## src/rtl/move_input_conditioner.sv

```systemverilog
// Move input conditioner: synchronizes and debounces the select and game-reset
// pushbuttons, snapshots the cell switches on an accepted select press and
// classifies the snapshot as a legal (one-hot) move or an error.

// One debounce FSM per button. The accept strobe is combinational and is
// registered by the parent, so the press latency is 2 + DEBOUNCE_CYCLES clocks.
module move_debounce #(
    parameter int DEBOUNCE_CYCLES = 500000
) (
    input  logic clk,
    input  logic rst_n,
    input  logic din,      // synchronized, active-low button
    output logic accept,   // press accepted this cycle
    output logic held      // FSM is in HELD
);
    typedef enum logic [1:0] {IDLE, PRESS_WAIT, HELD, RELEASE_WAIT} state_t;

    // The counter is cleared on entry to a wait state, so it reads N-2 on the
    // N-th consecutive stable sample; that sample is the one that accepts.
    localparam logic [19:0] LAST = 20'(DEBOUNCE_CYCLES - 2);

    state_t      state;
    logic [19:0] cnt;
    logic [19:0] cnt_inc;

    // Saturating increment: the counter never wraps back to zero.
    always_comb begin
        cnt_inc = (cnt == '1) ? cnt : cnt + 20'd1;
    end

    // Strobe fires in the same cycle the FSM moves from PRESS_WAIT to HELD.
    always_comb begin
        accept = (state == PRESS_WAIT) && !din && (cnt == LAST);
        held   = (state == HELD);
    end

    // Debounce state machine with its stable-cycle counter.
    always_ff @(posedge clk or negedge rst_n) begin
        // NOTE: sequential state uses non-blocking assignments so every flop
        // samples the pre-edge values of the others.
        if (!rst_n) begin
            state <= IDLE;
            cnt   <= '0;
        end else begin
            case (state)
                IDLE: begin
                    if (!din) begin
                        state <= PRESS_WAIT;
                        cnt   <= '0;
                    end
                end
                PRESS_WAIT: begin
                    if (din) begin
                        state <= IDLE;
                    end else begin
                        cnt <= cnt_inc;
                        if (cnt == LAST) state <= HELD;
                    end
                end
                HELD: begin
                    if (din) begin
                        state <= RELEASE_WAIT;
                        cnt   <= '0;
                    end
                end
                RELEASE_WAIT: begin
                    if (!din) begin
                        state <= HELD;
                    end else begin
                        cnt <= cnt_inc;
                        if (cnt == LAST) state <= IDLE;
                    end
                end
                default: begin
                    state <= IDLE;
                    cnt   <= '0;
                end
            endcase
        end
    end
endmodule

module move_input_conditioner #(
    parameter int DEBOUNCE_CYCLES = 500000
) (
    input  logic       MAX10_CLK1_50,
    input  logic       iRST_n,
    input  logic       select_raw,
    input  logic       rst_raw,
    input  logic [8:0] move_raw,
    output logic [8:0] move,
    output logic       move_pulse,
    output logic       move_error,
    output logic       game_rst_pulse
);
    logic       rst_meta;
    logic       rst_n;
    logic [1:0] sel_sync;
    logic [1:0] grst_sync;
    logic [8:0] move_meta;
    logic [8:0] move_sync;
    logic       sel_accept;
    logic       sel_held;
    logic       grst_accept;
    logic       grst_held;
    logic       one_hot;

    // Reset synchronizer: asserts asynchronously, releases on a clock edge.
    always_ff @(posedge MAX10_CLK1_50 or negedge iRST_n) begin
        if (!iRST_n) begin
            rst_meta <= 1'b0;
            rst_n    <= 1'b0;
        end else begin
            rst_meta <= 1'b1;
            rst_n    <= rst_meta;
        end
    end

    // Input synchronizers. They already sample asynchronous inputs, so they
    // leave reset directly on iRST_n; the FSMs stay held for two more clocks
    // and see settled values, keeping press latency after reset at 2 + N.
    always_ff @(posedge MAX10_CLK1_50 or negedge iRST_n) begin
        if (!iRST_n) begin
            sel_sync  <= 2'b11;
            grst_sync <= 2'b11;
            move_meta <= '0;
            move_sync <= '0;
        end else begin
            sel_sync  <= {sel_sync[0], select_raw};
            grst_sync <= {grst_sync[0], rst_raw};
            move_meta <= move_raw;
            move_sync <= move_meta;
        end
    end

    move_debounce #(.DEBOUNCE_CYCLES(DEBOUNCE_CYCLES)) u_sel_db (
        .clk    (MAX10_CLK1_50),
        .rst_n  (rst_n),
        .din    (sel_sync[1]),
        .accept (sel_accept),
        .held   (sel_held)
    );

    move_debounce #(.DEBOUNCE_CYCLES(DEBOUNCE_CYCLES)) u_grst_db (
        .clk    (MAX10_CLK1_50),
        .rst_n  (rst_n),
        .din    (grst_sync[1]),
        .accept (grst_accept),
        .held   (grst_held)
    );

    // Exactly one bit set: nonzero and clearing the lowest set bit leaves zero.
    always_comb begin
        one_hot = (move_sync != 9'd0) && ((move_sync & (move_sync - 9'd1)) == 9'd0);
    end

    // Registered outputs. A game reset, accepted now or still held, takes
    // priority and suppresses the select press entirely.
    always_ff @(posedge MAX10_CLK1_50 or negedge rst_n) begin
        if (!rst_n) begin
            move           <= '0;
            move_pulse     <= 1'b0;
            move_error     <= 1'b0;
            game_rst_pulse <= 1'b0;
        end else begin
            move_pulse     <= 1'b0;
            move_error     <= 1'b0;
            game_rst_pulse <= grst_accept;
            if (sel_accept && !grst_accept && !grst_held) begin
                move       <= move_sync;
                move_pulse <= one_hot;
                move_error <= !one_hot;
            end
        end
    end

    // sel_held is informational only; keep it observably consumed.
    logic unused_ok;
    always_comb unused_ok = sel_held;
endmodule

```

## config.mk

```make
export PLATFORM = sky130hd
export DESIGN_NAME = move_input_conditioner
export DESIGN_NICKNAME = d
export VERILOG_FILES = /design/src/rtl/move_input_conditioner.sv
export SDC_FILE = /design/constraint.sdc
export NUM_CORES = 1
export LEC_CHECK = 0
export ABC_AREA = 1
export CORE_UTILIZATION = 55
export DETAILED_ROUTE_END_ITERATION = 16
export GPL_TIMING_DRIVEN = 0
export PLACE_DENSITY_LB_ADDON = 0.25
export SLEW_MARGIN = 20
export SYNTH_ARGS = -nofsm -noshare
export SYNTH_HDL_FRONTEND = slang
export SYNTH_SLANG_ARGS = --single-unit
```

## constraint.sdc

```tcl
create_clock -name MAX10_CLK1_50 -period 2.14 [get_ports MAX10_CLK1_50]
set_clock_uncertainty 0.2 [all_clocks]
set_input_delay 0.428 -clock MAX10_CLK1_50 [delete_from_list [all_inputs] [get_ports MAX10_CLK1_50]]
set_output_delay 0.428 -clock MAX10_CLK1_50 [all_outputs]
set_load 0.05 [all_outputs]
```

Yosys cells after proc, flatten, opt, wreduce, memory -nomap -nowiden
Index checks and enable logic that the tools add are counted.
{"block": "word_totals", "wordCells": 88, "output_inout_bits": 12, "regBits": 80, "in_bits": 13}
{"block": "op_classes", "eq_ne": 22, "n_mux": 28, "reduce_logical": 20, "bitwise": 1, "addsub": 3}
{"op": "$mux 20", "n": 10}
{"op": "$pmux 20 s4", "n": 2}
{"op": "$add 20x1->20 const B", "n": 2}
{"op": "$eq 20x19->1 const B", "n": 2}
{"op": "$eq 20x20->1 const B", "n": 2}
{"op": "$mux 2", "n": 12}
{"op": "$ne 2x2->1 const B", "n": 8}
{"op": "$pmux 2 s4", "n": 2}
{"op": "$reduce_and 4->1", "n": 4}
{"op": "$and 9x9->9", "n": 1}
{"op": "$logic_not 9->1", "n": 1}
{"op": "$reduce_bool 9->1", "n": 1}
{"op": "$sub 9x1->9 const B", "n": 1}
{"op": "$eq 2x2->1 const B", "n": 4}
{"op": "$logic_and 1x1->1", "n": 7}
{"op": "$ne 3x2->1 const B", "n": 2}
{"op": "$ne 3x3->1 const B", "n": 2}
{"op": "$logic_not 1->1", "n": 5}
{"op": "$eq 2x1->1 const B", "n": 2}
{"op": "$logic_not 2->1", "n": 2}
{"op": "$mux 1", "n": 2}

Logic depth before layout (Yosys ltp)
{"block": "logic_depth", "word_depth": 7, "depth_mapped": 13, "mapped_depth_nobuf": 12}

Cells and area by module
From an unflattened synthesis, not the netlist that was laid out.
{"block": "unflattened", "cells_unflattened": 546, "area_unflattened_um2": 4545.6}
{"mod": "move_debounce (u_grst_db)", "cells_per_inst": 226, "seq_area_each_um2": 550.5, "n_inst": 1, "area_each_um2": 1689.1}
{"mod": "move_debounce (u_sel_db)", "cells_per_inst": 226, "seq_area_each_um2": 550.5, "n_inst": 1, "area_each_um2": 1670.4}
{"mod": "move_input_conditioner", "cells_per_inst": 94, "seq_area_each_um2": 905.9, "n_inst": 1, "area_each_um2": 1186.1}

Worst setup path before layout
No wires, ideal clock.
{"block": "synth_path", "path_kind": "register -> register", "startpoint": "register u_sel_db.cnt[0]", "endpoint": "register u_sel_db.cnt[2]", "required_time_ns": 1.819, "period_less_slack_ns": 1.887, "arrival_ns": 1.566, "path_slack_ns": 0.253, "n_path_buf": 2, "path_stages_with_launch": 13, "path_cell_list": "dfrtp_1 -> ha_1 -> inv_2 -> nor2_4 -> nand2_4 -> inv_2 -> nand2_2 -> nor2_2 -> nand2_2 -> nand2_4 -> buf_12 -> buf_8 -> o21ai_1"}
{"block": "synth_via", "elab_chain_cells": 4}
{"element": "start, declared", "line_no": "23", "text": "logic [19:0] cnt;"}
{"element": "start signal, assigned", "line_no": "56", "text": "cnt <= cnt_inc;"}
{"element": "start signal, assigned", "line_no": "70", "text": "cnt <= cnt_inc;"}
{"element": "$add 20x1->20 / $eq 20x20->1 (equally long branches)", "line_no": "28", "text": "cnt_inc = (cnt == '1) ? cnt : cnt + 20'd1;"}
{"element": "$mux 20 *", "line_no": "28"}
{"element": "$mux 20, on equally long branches", "line_no": "67, 53"}
{"element": "$pmux 20 s4 *", "line_no": "45", "text": "case (state)"}
Mark *: on every way between the ends. The rest lies on a longest branch, timed or not. The select of a mux whose other input is x is not followed.
A chain may end at the register's enable or synchronous reset.

Final worst setup path
Same ends and word-level chain as after synthesis.

==> key figures <==
Status
  • Outcome: finished, final reports clean

Clock network
  • H-tree depth: 3
  • Clk Tree Root Cell: clkbuf_8
  • CTS Sinks: 80
  • Clk_lat worst skew: 0.36 ns
  • CTS tree: built
  • Reg clk slew, reported paths: 0.09 ns
  • CTS buffer count: 9
  • Clk buf depth: 2

Detailed routing
  • WL/cell: 14.1 um
  • Via/cell ratio: 5.35
  • DRT Wirelength: 9610 um
  • ANT nets after route: 0
  • Pre-antenna DRT Iters: 5
  • Detailed-route via count: 3,659
  • DRC: 0
  • 1st-iter DRT viols: 198

Global routing
  • Antenna violations before repair: 0
  • First-pass GRT wire length: 16,200 um
  • Total global-route track usage: 0.251
  • GR Util met3: 0.0547
  • Busiest grt layer: met2
  • Largest net degree at the start of global routing: 34
  • Grt ovf: 0
  • Vias in the first global route: 3,568
  • Grt met2 use: 0.417
  • M1 GR Usage: 0.319

Timing
  • Final hold violations: 0
  • Setup ws final: 0.126 ns
  • Slew Limit Fails: 0
  • Maximum clock rate: 496 MHz
  • Hold_ws: 0.0408 ns
  • Final period util: 0.941
  • Setup TNS: 0 ns
  • # setup viols final: 0
  • Final min period: 2.01 ns
  • Slew @ Worst Pin: 0.510 ns
  • Rel. slew slack: 0.660
  • Setup repair after global routing missed its margin: false

Synthesis
  • EDFF count, synth: 0
  • Sequential fraction of the synthesis area: 0.467
  • Synthesis Warnings: 0
  • Netlist Area Pre-Place: 0.00430 sq mm
  • FF+latch count, synth: 80
  • Mapped Avg Cell Area: 7.96 sq um
  • Post-Syn Nets: 557
  • Top FF cell, synth: dfrtp_1
  • Cells after synthesis: 540
  • Synth unique cells: 39
  • Ys async rst share: 1.00

Final layout
  • Layout cells sized above 1: 0.161
  • Area Overhead vs Synth: 15.1%
  • N_diodes: 0
  • Nets@finish: 597
  • Non-Filler Instances: 684
  • Fillers: 616

Floorplan
  • Core Footprint: 0.00741 sq mm
  • Die width: 90.4 um
  • Num rows: 31
  • DIE HEIGHT: 90.4 um
  • # IOs: 25
  • Starting Density: 0.580
  • Die area: 0.00817 sq mm

Pwr
  • VDD IR max: 0.000546 V
  • PD cells: 596 mW/mm^2
  • Leak pwr: 2.27 nW

Critical path
  • R2R depth: 12
  • Reg-to-reg slack, setup: 0.13 ns
  • Setup crit end kind: register
  • Worst flop-to-flop path startpoint: u_sel_db.cnt[0]$_DFFE_PN0P_
  • Reg-to-Reg End: u_sel_db.cnt[2]$_DFFE_PN0P_
  • Worst Path Max Fanout: 10
  • Critical Path AT: 2.05 ns
  • Worst EP required: 2.18 ns
  • Nature of the critical path startpoint: register
  • CP Class: register to register

Placement
  • I/O Buffers: 24
  • Placement-stage worst setup slack: -0.132 ns
  • DPL Wire Length: 6910 um
  • Post-Place Cells: 664
  • Final GP Congestion: 0.938

Hold path
  • HP Class: register to async pin

Job
  • Max-cap violations: 0
[cell type report]
class / instances / area, sq um / share of cell area
inverters: 47 / 178 / 0.0359
flip-flops and latches: 80 / 2020 / 0.408
multi-input cells: 400 / 2020 / 0.408
plain buffers: 13 / 121 / 0.0245
well taps: 99 / 124 / 0.0250
clock inverters: 7 / 80.1 / 0.0162
clock buffers: 9 / 124 / 0.0250
repair buffers: 29 / 284 / 0.0574
[power by group]
| part | internal [W] | total (W) | switching, W | leakage [nW] |
|---|---|---|---|---|
| logic | 0.0000801 | 0.000195 | 0.000115 | 1.14 |
| registers | 0.00155 | 0.00160 | 0.0000481 | 1.04 |
| clock network | 0.000551 | 0.00115 | 0.000598 | 0.0964 |
| total | 0.00219 | 0.00295 | 0.000761 | 2.27 |
[kinds of logic (layout without fill, tap and decap cells)]
family | count (synthesis) | in the layout | synth area share
AND/OR/NAND/NOR | 331 | 331 | 0.351
adder cells (fa/ha/maj) | 4 | 4 | 0.0116
other | 1 | 1 | 0.000873
flip-flops | 80 | 80 | 0.467
buffers and inverters | 60 | 105 | 0.0693
XOR/XNOR | 16 | 16 | 0.0326
AO/OA/AOI/OAI | 48 | 48 | 0.0678
[layout by cell type (no fill, tap or decap), types with 2 or more instances in the layout]
cell type        count
o21ai_1             20
or2_2                3
inv_6                2
dlygate4sd2_1        9
inv_2                7
ha_1                 2
nor2_1              63
o21ai_0             11
nor3_1               2
nor2_4               2
dfstp_2              4
a21oi_1              2
clkbuf_1             2
inv_1               39
clkinvlp_4           2
dfrtp_1             71
dfrtp_2              4
nand2_2             15
dlymetal6s2s_1       3
clkdlybuf4s50_1     11
xnor2_1              5
buf_2                3
ha_4                 2
nand2_4              2
nor2_2               5
clkinv_4             2
nand4_1             19
xor2_1              11
nand2_1            159
o21bai_1             2
o211ai_1             2
and2_1               2
nand3_1             53
o21ai_2             10
clkbuf_8             9
buf_4                8
buf_12               3
[per-stage QoR]
step | utilization | total power (W) | area [sq um]
after global placement | 0.629 | 0.00180 | 4660
final | 0.668 | 0.00295 | 4950
after detailed placement | 0.632 | 0.00181 | 4680
after CTS | 0.662 | 0.00296 | 4900
after floorplan | - | 0.00173 | 4300
after global routing | 0.668 | 0.00306 | 4950
[worst max-delay path: stages, from the launching register on]
cell and delay, ns:
dfrtp_2 0.44, ha_4 0.21, inv_2 0.06, nor2_4 0.15
nand2_4 0.09, inv_2 0.07, nand2_2 0.04, nor2_2 0.13
nand2_2 0.08, nand2_4 0.08, buf_12 0.14, buf_8 0.15
o21ai_1 0.07
[sequential cells by signal (all words and copies together) (netlist names), 2 cells and up, named ones only]
register / cells
sel_sync: 2
move_meta: 9
move_sync: 9
grst_sync: 2
u_grst_db.cnt: 20
move: 9
u_sel_db.cnt: 20
[worst max-delay path by stage]
stage | from | to | slack (ns) | cells past startpoint
after global routing | u_grst_db.cnt[0]$_DFFE_PN0P_ | u_grst_db.cnt[13]$_DFFE_PN0P_ | 0.009 | 8
after detailed placement | u_grst_db.cnt[0]$_DFFE_PN0P_ | u_grst_db.cnt[0]$_DFFE_PN0P_ | -0.13 | 8
after global placement | rst_n$_DFF_PN0_ | u_sel_db.cnt[8]$_DFFE_PN0P_ | -0.54 | 0
after CTS | move_pulse$_DFF_PN0_ | move_pulse | 0.007 | 1
final | u_sel_db.cnt[0]$_DFFE_PN0P_ | u_sel_db.cnt[2]$_DFFE_PN0P_ | 0.13 | 12
after floorplan | rst_n$_DFF_PN0_ | async pin | 0.21 | 0
[synthesized netlist by cell type (3+ instances only)]
cell | n | share of area
buf_4 | 5 | 0.0087
nand3_1 | 53 | 0.062
o21ai_1 | 20 | 0.023
nand4_1 | 19 | 0.028
o21ai_2 | 10 | 0.020
dfstp_2 | 4 | 0.024
inv_1 | 40 | 0.035
xor2_1 | 11 | 0.022
or2_2 | 3 | 0.0044
xnor2_1 | 5 | 0.010
clkbuf_1 | 3 | 0.0026
nand2_2 | 15 | 0.022
nor2_2 | 4 | 0.0058
inv_2 | 6 | 0.0052
nor2_1 | 64 | 0.056
dfrtp_1 | 76 | 0.44
ha_1 | 4 | 0.012
o21ai_0 | 11 | 0.013
nand2_1 | 159 | 0.14
[repair_timing]
action | CTS | global route
resized for setup | 13 | 12
pin swaps | 1 | 1
endpoints found under the hold margin | 0 | 20
setup endpoints to repair | 47 | 50
buffers inserted | 1 | 2
hold buffers | 0 | 1
[metal layers]
metal  vias up  share of wire
met3        29          0.053
met2       126           0.48
li1       1810              -
met4         0          0.027
met1      1694           0.44
met5         -              0
(Power assumes the default switching activity.)
